File: src/rtl/clk_div_pkg.sv
// Shared constants and helpers for the multi-channel clock divider.
package clk_div_pkg;

    localparam int unsigned MIN_DIV = 2;

    function automatic int unsigned clamp_div(input int unsigned d);
        return (d < MIN_DIV) ? MIN_DIV : d;
    endfunction

    // Number of counter states with the phase flop high; rounds up for odd divisors.
    function automatic int unsigned half_div(input int unsigned d);
        return (d + 1) >> 1;
    endfunction

endpackage

File: src/rtl/clk_div_multi_if.sv
// Control/status bundle of the multi-channel divider; ch0 occupies the LSBs of packed buses.
interface clk_div_multi_if #(
    parameter int NUM_CH = 2,
    parameter int CNT_W  = 8
);
    logic [NUM_CH-1:0]       en;
    logic [NUM_CH*CNT_W-1:0] div_in;
    logic [NUM_CH-1:0]       div_load;
    logic [NUM_CH-1:0]       clk_out;
    logic [NUM_CH-1:0]       tick;
    logic [NUM_CH*CNT_W-1:0] div_active;
    logic [NUM_CH-1:0]       load_pending;

    modport master (
        output en, div_in, div_load,
        input  clk_out, tick, div_active, load_pending
    );

    modport slave (
        input  en, div_in, div_load,
        output clk_out, tick, div_active, load_pending
    );
endinterface

File: src/rtl/clk_div_channel.sv
// One divider channel: counter, posedge phase flop and a negedge copy for odd-ratio 50% duty.
module clk_div_channel
    import clk_div_pkg::*;
#(
    parameter int               CNT_W   = 8,
    parameter logic [CNT_W-1:0] DEF_DIV = 4
) (
    input  logic             clk_in,
    input  logic             reset,
    input  logic             en,
    input  logic [CNT_W-1:0] div_in,
    input  logic             div_load,
    output logic             clk_out,
    output logic             tick,
    output logic [CNT_W-1:0] div_active,
    output logic             load_pending
);

    logic             running, p, n, pend, wrap;
    logic [CNT_W-1:0] cnt, cnt_nxt, div_act, div_pend, div_new;

    assign div_new = CNT_W'(clamp_div(32'(div_in)));
    assign wrap    = running && (cnt == div_act - 1'b1);
    assign cnt_nxt = wrap ? '0 : cnt + 1'b1;

    always_ff @(posedge clk_in or posedge reset) begin
        if (reset) begin
            running  <= 1'b0;
            cnt      <= '0;
            p        <= 1'b0;
            div_act  <= DEF_DIV;
            div_pend <= DEF_DIV;
            pend     <= 1'b0;
        end else if (!running) begin
            // Idle: loads apply directly, a start begins a fresh period at cnt 0.
            cnt     <= '0;
            running <= en;
            p       <= en;
            pend    <= 1'b0;
            if (div_load)  div_act <= div_new;
            else if (pend) div_act <= div_pend;
        end else begin
            cnt <= cnt_nxt;
            if (wrap) begin
                running <= en;
                p       <= en;
                if (pend) div_act <= div_pend;
            end else begin
                p <= (32'(cnt_nxt) < half_div(32'(div_act)));
            end
            // A load on the wrap edge stays pending for the following boundary.
            if (div_load) begin
                div_pend <= div_new;
                pend     <= 1'b1;
            end else if (wrap) begin
                pend <= 1'b0;
            end
        end
    end

    always_ff @(negedge clk_in or posedge reset) begin
        if (reset) n <= 1'b0;
        else       n <= p;
    end

    assign clk_out      = div_act[0] ? (p & n) : p;
    assign tick         = running && (cnt == '0);
    assign div_active   = div_act;
    assign load_pending = pend;

endmodule

File: src/rtl/clk_div_multi.sv
// Multi-channel programmable clock divider; slices the packed buses onto per-channel dividers.
module clk_div_multi #(
    parameter int                      NUM_CH  = 2,
    parameter int                      CNT_W   = 8,
    parameter logic [NUM_CH*CNT_W-1:0] DEF_DIV = {8'd6, 8'd4},
    parameter logic [NUM_CH-1:0]       DEF_EN  = 2'b11
) (
    input logic             clk_in,
    input logic             reset,
    clk_div_multi_if.slave  bus
);

    logic [NUM_CH-1:0]       clk_out_w, tick_w, pend_w;
    logic [NUM_CH*CNT_W-1:0] dact_w;

    // DEF_EN is informational only; the en input always governs.
    if ($bits(DEF_EN) != NUM_CH) begin : g_bad_def_en
        $error("DEF_EN width must equal NUM_CH");
    end

    for (genvar i = 0; i < NUM_CH; i++) begin : g_ch
        clk_div_channel #(
            .CNT_W   (CNT_W),
            .DEF_DIV (DEF_DIV[i*CNT_W +: CNT_W])
        ) u_ch (
            .clk_in       (clk_in),
            .reset        (reset),
            .en           (bus.en[i]),
            .div_in       (bus.div_in[i*CNT_W +: CNT_W]),
            .div_load     (bus.div_load[i]),
            .clk_out      (clk_out_w[i]),
            .tick         (tick_w[i]),
            .div_active   (dact_w[i*CNT_W +: CNT_W]),
            .load_pending (pend_w[i])
        );
    end

    assign bus.clk_out      = clk_out_w;
    assign bus.tick         = tick_w;
    assign bus.div_active   = dact_w;
    assign bus.load_pending = pend_w;

endmodule

File: src/flat_wrapper.sv
// flat-port wrapper written by rule: the top's interface ports become plain ports
module clk_div_multi_flat 
#(
    parameter int                      NUM_CH  = 2,
    parameter int                      CNT_W   = 8,
    parameter logic [NUM_CH*CNT_W-1:0] DEF_DIV = {8'd6, 8'd4},
    parameter logic [NUM_CH-1:0]       DEF_EN  = 2'b11
)
  (clk_in, reset, bus_en, bus_div_in, bus_div_load, bus_clk_out, bus_tick, bus_div_active, bus_load_pending);
  clk_div_multi_if #(.NUM_CH(NUM_CH), .CNT_W(CNT_W)) bus_i ();
  input logic clk_in;
  input logic reset;
  input wire logic [$bits(bus_i.en)-1:0] bus_en;
  input wire logic [$bits(bus_i.div_in)-1:0] bus_div_in;
  input wire logic [$bits(bus_i.div_load)-1:0] bus_div_load;
  output wire logic [$bits(bus_i.clk_out)-1:0] bus_clk_out;
  output wire logic [$bits(bus_i.tick)-1:0] bus_tick;
  output wire logic [$bits(bus_i.div_active)-1:0] bus_div_active;
  output wire logic [$bits(bus_i.load_pending)-1:0] bus_load_pending;
  assign bus_i.en = bus_en;
  assign bus_i.div_in = bus_div_in;
  assign bus_i.div_load = bus_div_load;
  assign bus_clk_out = bus_i.clk_out;
  assign bus_tick = bus_i.tick;
  assign bus_div_active = bus_i.div_active;
  assign bus_load_pending = bus_i.load_pending;
  clk_div_multi #(.NUM_CH(NUM_CH), .CNT_W(CNT_W), .DEF_DIV(DEF_DIV), .DEF_EN(DEF_EN)) u_core (.clk_in(clk_in), .reset(reset), .bus(bus_i));
endmodule
File: config.mk
export PLATFORM = sky130hd
export DESIGN_NAME = clk_div_multi_flat
export DESIGN_NICKNAME = d
export VERILOG_FILES = /design/src/rtl/clk_div_pkg.sv /design/src/rtl/clk_div_multi_if.sv /design/src/rtl/clk_div_channel.sv /design/src/rtl/clk_div_multi.sv /design/src/flat_wrapper.sv
export SDC_FILE = /design/constraint.sdc
export NUM_CORES = 1
export LEC_CHECK = 0
export CORE_UTILIZATION = 30
export DETAILED_ROUTE_END_ITERATION = 12
export HOLD_SLACK_MARGIN = 0.08
export PLACE_DENSITY = 0.49
export SETUP_SLACK_MARGIN = 0.2
export SLEW_MARGIN = 10
export SYNTH_ARGS = -nofsm -noshare
export SYNTH_HDL_FRONTEND = slang
export SYNTH_SLANG_ARGS = --single-unit
File: constraint.sdc
create_clock -name clk_in -period 10.5 [get_ports clk_in]
set_input_delay 1.05 -clock clk_in [delete_from_list [all_inputs] [get_ports clk_in]]
set_output_delay 1.05 -clock clk_in [all_outputs]
set_load 0.05 [all_outputs]
==> flow_summary.yaml, run 1 <==
min_path:
  whs_path_depth: 2
  hold_class: "reg2reg"
timing:
  clock_skew_ps: 21.1
  slew_headroom_pct: 44.8
  setup_viol: 0
  report.final.slew_viol_count: 0
  worst_pin_slew_ps: 828
  timing.final.hold_violations: 0
  tns_ps: 0
  rsz0062_at_grt: "false"
setup_path:
  critPathArrivalTime_ps: 6840
  timing.rr.start: "u_core.g_ch[1].u_ch.p"
  crit_path_end_kind: "primary output"
  slowest_delay_ps: 790
  critical_path.slowest_cell: "clkdlybuf4s50_1"
  startpoint_type: "register"
  cp-endpoint: "bus_clk_out[1]"
  rrSetupSlack_ps: 4720
  cp_num_buf_inv: 1
  r2r_cells: 0
  critical_path_class: "reg2out"
  cp.depth: 2
  crit_family: "buffers and inverters"
  path_cells: "o21a_1 -> clkdlybuf4s50_1"
  crit_fanout: 1
  critical_path_required_ps: 9450
  crit_start: "u_core.g_ch[1].u_ch.n"
  reg2reg_to: "u_core.g_ch[1].u_ch.n"
cts:
  clock_latency_ps: 300
  post_cts_buffers: 0
  clkSlewWorstSetupHoldPaths_ps: 80
  h-tree-depth: 2
  cts_buffer_depth: 2
  cts_buffers: 5
  root_buffer: "clkbuf_16"
  cts_tree: "done"
  hold_buffers: 0
  cts_sinks: 56
  cts_resized: 0
routing:
  firstDrtPassIters: 4
  drtIter0Drc: 107
  vias: 2819
  viasPerCell: 5.01
  wl_mm: 8.31
  post_drt_wl_per_cell_um: 14.8
  final_antenna_net_count: 0
  drc: 0
synth:
  syn_area_per_cell_um2: 9.38
  synth_top_cells_by_area: "dfrtp_1 (33%), ha_1 (7.5%), xor2_1 (6.6%)"
  ys_seq_area_share_pct: 38.1
  netlist.area_leader.share_pct: 32.5
  synth_nets: 438
  ys_warn_count: 0
  synth-edff-count: 0
  synth_top_cell_by_area: "dfrtp_1"
  ys_types: 54
  syn-cell-area_um2: 3690
  async_reset_ff_share_pct: 100
  ys_ff_latch: 56
  ys.flop_type: "dfrtp_1"
  synthCells: 394
job:
  cap_violations: 0
global_route:
  use_met1_pct: 20.1
  grt_pass1_wl_mm: 14.1
  track_usage_pct: 13.7
  antenna_found_initial: 0
  use_met3_pct: 1.82
  gr-total-overflow: 0
  grt.busiest_layer: "met2"
  grt_pass1_vias: 2774
  grtUsageMet2_pct: 21.2
  grt_max_degree: 57
placed_design:
  io_buffer_count: 43
  gp_congestion: 0.755
  hpwlAfterDp_mm: 6.18
floorplanning:
  start_util_pct: 30.8
  dieWidth_um: 113
  die_h_um: 113
  core-area_um2: 12000
  fp-row-count: 40
  die_area_um2: 12800
  ios: 44
finish:
  diodes: 0
  finish.utilization_pct: 35.9
  synthToLayoutAreaGrowth_pct: 16.6
  final_nets: 459
  drive_gt1_share_pct: 9.38
power_and_ir_drop:
  leakage_nw: 1.78
  ir_worst_vdd_mv: 0.0627
  p_per_area_nw_per_um2: 98.4
  power_mw: 0.424
status:
  outcome: "finished clean"
-- synthesized netlist by cell type (all sizes together) (4+ instances only) --
cell type and n:
nor3 6, inv 13, dfrtp 48, nand2b 11, xor2 29, a2bb2oi 14, clkbuf 13, nand4 7
a21o 4, o21ai 26, buf 17, nor4 6, nor2 42, nand2 24, mux2 15, dfstp 6
a21oi 5, ha 22, or3 13, xnor2 15, nand3 14
-- where the power goes --
group / switching [mW] / total [mW] / internal [mW]
combinational: 0.0138 / 0.0304 / 0.0166
sequential: 0.00254 / 0.225 / 0.223
clock: 0.0792 / 0.168 / 0.0891
total: 0.0955 / 0.424 / 0.328
-- per-layer routing --
metal  vias up  wire (um)
met5         -          0
met4         0         72
met3         6        255
met2        55       3720
met1      1345       4260
li1       1413          -
-- state kept, by name (all words and copies together), names as in the netlist --
register	cells
u_core.g_ch.u_ch.cnt	16
u_core.g_ch.u_ch.div_active	16
u_core.g_ch.u_ch.div_pend	16
u_core.g_ch.u_ch.load_pending	2
u_core.g_ch.u_ch.n	2
u_core.g_ch.u_ch.p	2
u_core.g_ch.u_ch.running	2
-- stage by stage --
| step | area, um^2 | std cells | setup WS [ps] | hold slack [ps] |
|---|---|---|---|---|
| 5_1_grt | 4310 | 563 | 2540 | 517 |
| 4_1_cts | 4310 | 563 | 2590 | 504 |
| 3_3_place_gp | 4160 | 555 | 2930 | 467 |
| 2_1_floorplan | 3690 | 394 | 2940 | 452 |
| 3_5_place_dp | 4160 | 555 | 2930 | 487 |
| 6_report | 4310 | 563 | 2610 | 499 |
-- cell families after synthesis --
family	Yosys count	share of synthesized area [%]
DFF	56	38.1
buffers and inverters	44	5.65
xor gates and xnor gates	44	10.6
and+or+nand+nor	141	19.5
muxes	15	4.57
adders and majority gates	22	7.45
AOI/OAI and AO/OA	72	14.1
-- worst min path at each step --
stage,startpoint,end
after CTS,u_core.g_ch[1].u_ch.div_pend[1],u_core.g_ch[1].u_ch.div_pend[1]
after floorplan,u_core.g_ch[0].u_ch.div_pend[0],u_core.g_ch[0].u_ch.div_pend[0]
final,u_core.g_ch[1].u_ch.div_pend[1],u_core.g_ch[1].u_ch.div_pend[1]
after global routing,u_core.g_ch[1].u_ch.div_pend[3],u_core.g_ch[1].u_ch.div_pend[3]
after detailed placement,u_core.g_ch[1].u_ch.div_pend[0],u_core.g_ch[1].u_ch.div_pend[0]
after global placement,u_core.g_ch[0].u_ch.div_pend[0],u_core.g_ch[0].u_ch.div_pend[0]
-- placed cells by master, fill, tap and decap left out, types with 11 or more instances in the layout --
master           instances
o21ai_0                 26
nand3_1                 14
clkdlybuf4s50_1         43
dfrtp_1                 48
xnor2_1                 15
nor2_1                  42
ha_1                    22
nand2_1                 23
a2bb2oi_1               14
nand2b_1                11
xor2_1                  28
mux2_2                  15
inv_1                   12
or3_1                   13
-- final cells by class --
| type | instances | area [um^2] |
|---|---|---|
| Timing Repair Buffer | 44 | 438 |
| Clock inverter | 3 | 21.3 |
| Inverter | 14 | 52.6 |
| Tap cell | 147 | 184 |
| Sequential cell | 56 | 1410 |
| Clock buffer | 5 | 125 |
| Fill cell | 1241 | 7700 |
| Multi-Input combinational cell | 294 | 2080 |
(Power assumes the default switching activity.)
==> run 2, diff against run 1 <==
--- a/config.mk
+++ b/config.mk
@@ -8,7 +8,7 @@
 export CORE_UTILIZATION = 30
 export DETAILED_ROUTE_END_ITERATION = 12
 export HOLD_SLACK_MARGIN = 0.08
-export PLACE_DENSITY = 0.49
+export PLACE_DENSITY = 0.51
 export SETUP_SLACK_MARGIN = 0.2
 export SLEW_MARGIN = 10
 export SYNTH_ARGS = -nofsm -noshare
==> constraint.sdc (replaced) <==
create_clock -name clk_in -period 6.8 [get_ports clk_in]
set_input_delay 0.68 -clock clk_in [delete_from_list [all_inputs] [get_ports clk_in]]
set_output_delay 0.68 -clock clk_in [all_outputs]
set_load 0.05 [all_outputs]
==> flow_summary.yaml, run 2 (same netlist as run 1, synthesis figures left out) <==
status:
  outcome: "finished clean"
finish:
  seqCellArea_um2: 1410
  fin_area_um2: 4310
  num-fill-cells: 1241
  multi_input_area_um2: 2080
  drive_gt1_share_pct: 9.38
  synthToLayoutAreaGrowth_pct: 16.6
  diodes: 0
  final_nets: 459
  finish.utilization_pct: 35.9
  final_cell_mix: "dfrtp_1 (48), clkdlybuf4s50_1 (43), nor2_1 (42), xor2_1 (28), o21ai_0 (26)"
  final_common_cell: "dfrtp_1"
setup_path:
  cp_num_buf_inv: 1
  reg2reg_to: "u_core.g_ch[0].u_ch.n"
  critical_path_class: "reg2out"
  path_cells: "o21a_1 -> clkdlybuf4s50_1"
  r2r_cells: 0
  rrSetupSlack_ps: 2870
  crit_family: "buffers and inverters"
  critical_path_required_ps: 6120
  critPathArrivalTime_ps: 4990
  crit_fanout: 1
  critical_path.slowest_cell: "clkdlybuf4s50_1"
  timing.rr.start: "u_core.g_ch[0].u_ch.p"
  slowest_delay_ps: 790
  startpoint_type: "register"
  crit_path_end_kind: "primary output"
cts:
  cts_sinks: 56
  h-tree-depth: 2
  root_buffer: "clkbuf_16"
  post_cts_buffers: 0
  cts_resized: 0
  cts_buffer_depth: 2
  clkSlewWorstSetupHoldPaths_ps: 70
  hold_buffers: 0
  cts_tree: "done"
  cts_buffers: 5
  clock_latency_ps: 310
timing:
  worst_pin_slew_ps: 808
  rsz0062_at_grt: "false"
  timing.final.hold_violations: 0
  slew_headroom_pct: 46.1
  setup_viol: 0
  tns_ps: 0
  finalHoldWorstSlack_ps: 496
  report.final.slew_viol_count: 0
  clock_skew_ps: 17.9
floorplanning:
  ios: 44
  die_area_um2: 12800
  core-area_um2: 12000
  dieWidth_um: 113
  fp-row-count: 40
  start_util_pct: 30.8
  die_h_um: 113
min_path:
  whs_path_depth: 2
  hold_class: "reg2reg"
  hp-start: "u_core.g_ch[1].u_ch.div_pend[1]"
  min_to: "u_core.g_ch[1].u_ch.div_pend[1]"
routing:
  post_drt_wl_per_cell_um: 14.8
  wl_mm: 8.33
  final_antenna_net_count: 0
  firstDrtPassIters: 4
  viasPerCell: 4.93
  vias: 2775
  drtIter0Drc: 116
  drc: 0
power_and_ir_drop:
  pwr-share-clk_pct: 40.1
  p_per_area_nw_per_um2: 153
  leakage_nw: 1.78
  switching_share_pct: 22.8
  p_int_mw: 0.507
  ir_worst_vdd_mv: 0.100
  p_seq_share_pct: 52.8
  switching_power_mw: 0.150
  comb_power_share_pct: 7.1
global_route:
  grt_pass1_wl_mm: 14.2
  antenna_found_initial: 0
  grt_max_degree: 36
  gr-total-overflow: 0
  grt_pass1_vias: 2783
  track_usage_pct: 13.9
job:
  cap_violations: 0
placed_design:
  postPlaceCellArea_um2: 4160
  hpwlAfterDp_mm: 6.29
  io_buffer_count: 43
  gp_congestion: 0.797
-- run 2: power groups by stage --
stage	Sequential [mW]	Clock, mW	Combinational, mW
detailed placement	0.354	0	0.0473
finish	0.347	0.264	0.0466
global placement	0.354	0	0.0473
floorplan	0.353	0	0.0262
CTS	0.347	0.276	0.0478
global route	0.348	0.287	0.0524
-- run 2: through the flow --
step | total power, mW | setup slack [ps] | instances
2_1_floorplan | 0.379 | 1460 | 394
3_3_place_gp | 0.401 | 1450 | 555
3_5_place_dp | 0.401 | 1450 | 555
4_1_cts | 0.671 | 1110 | 563
5_1_grt | 0.688 | 1090 | 563
6_report | 0.657 | 1130 | 563
-- run 2: worst max path at each step --
stage / start / end / depth (start not counted)
after floorplan: reset / u_core.g_ch[0].u_ch.n / 1
after global placement: u_core.g_ch[0].u_ch.n / bus_clk_out[0] / 2
after detailed placement: u_core.g_ch[0].u_ch.n / bus_clk_out[0] / 2
after CTS: u_core.g_ch[0].u_ch.n / bus_clk_out[0] / 2
after global routing: u_core.g_ch[0].u_ch.n / bus_clk_out[0] / 2
final: u_core.g_ch[0].u_ch.n / bus_clk_out[0] / 2
-- run 2: layout make-up --
type / instances / area share, %
Clock buffer: 5 / 2.90
Clock inverter: 3 / 0.523
Inverter: 14 / 1.22
Multi-Input combinational cell: 294 / 48.2
Sequential cell: 56 / 32.7
Tap cell: 147 / 4.27
Timing Repair Buffer: 44 / 10.2
-- run 2: per-layer routing --
metal	up-vias	part of all wire, %	global-route usage [%]
met4	0	1.0	3.51
met3	5	2.5	2.46
met5	-	0	0
li1	1418	-	-
met2	28	47	22.4
met1	1324	50	19.3
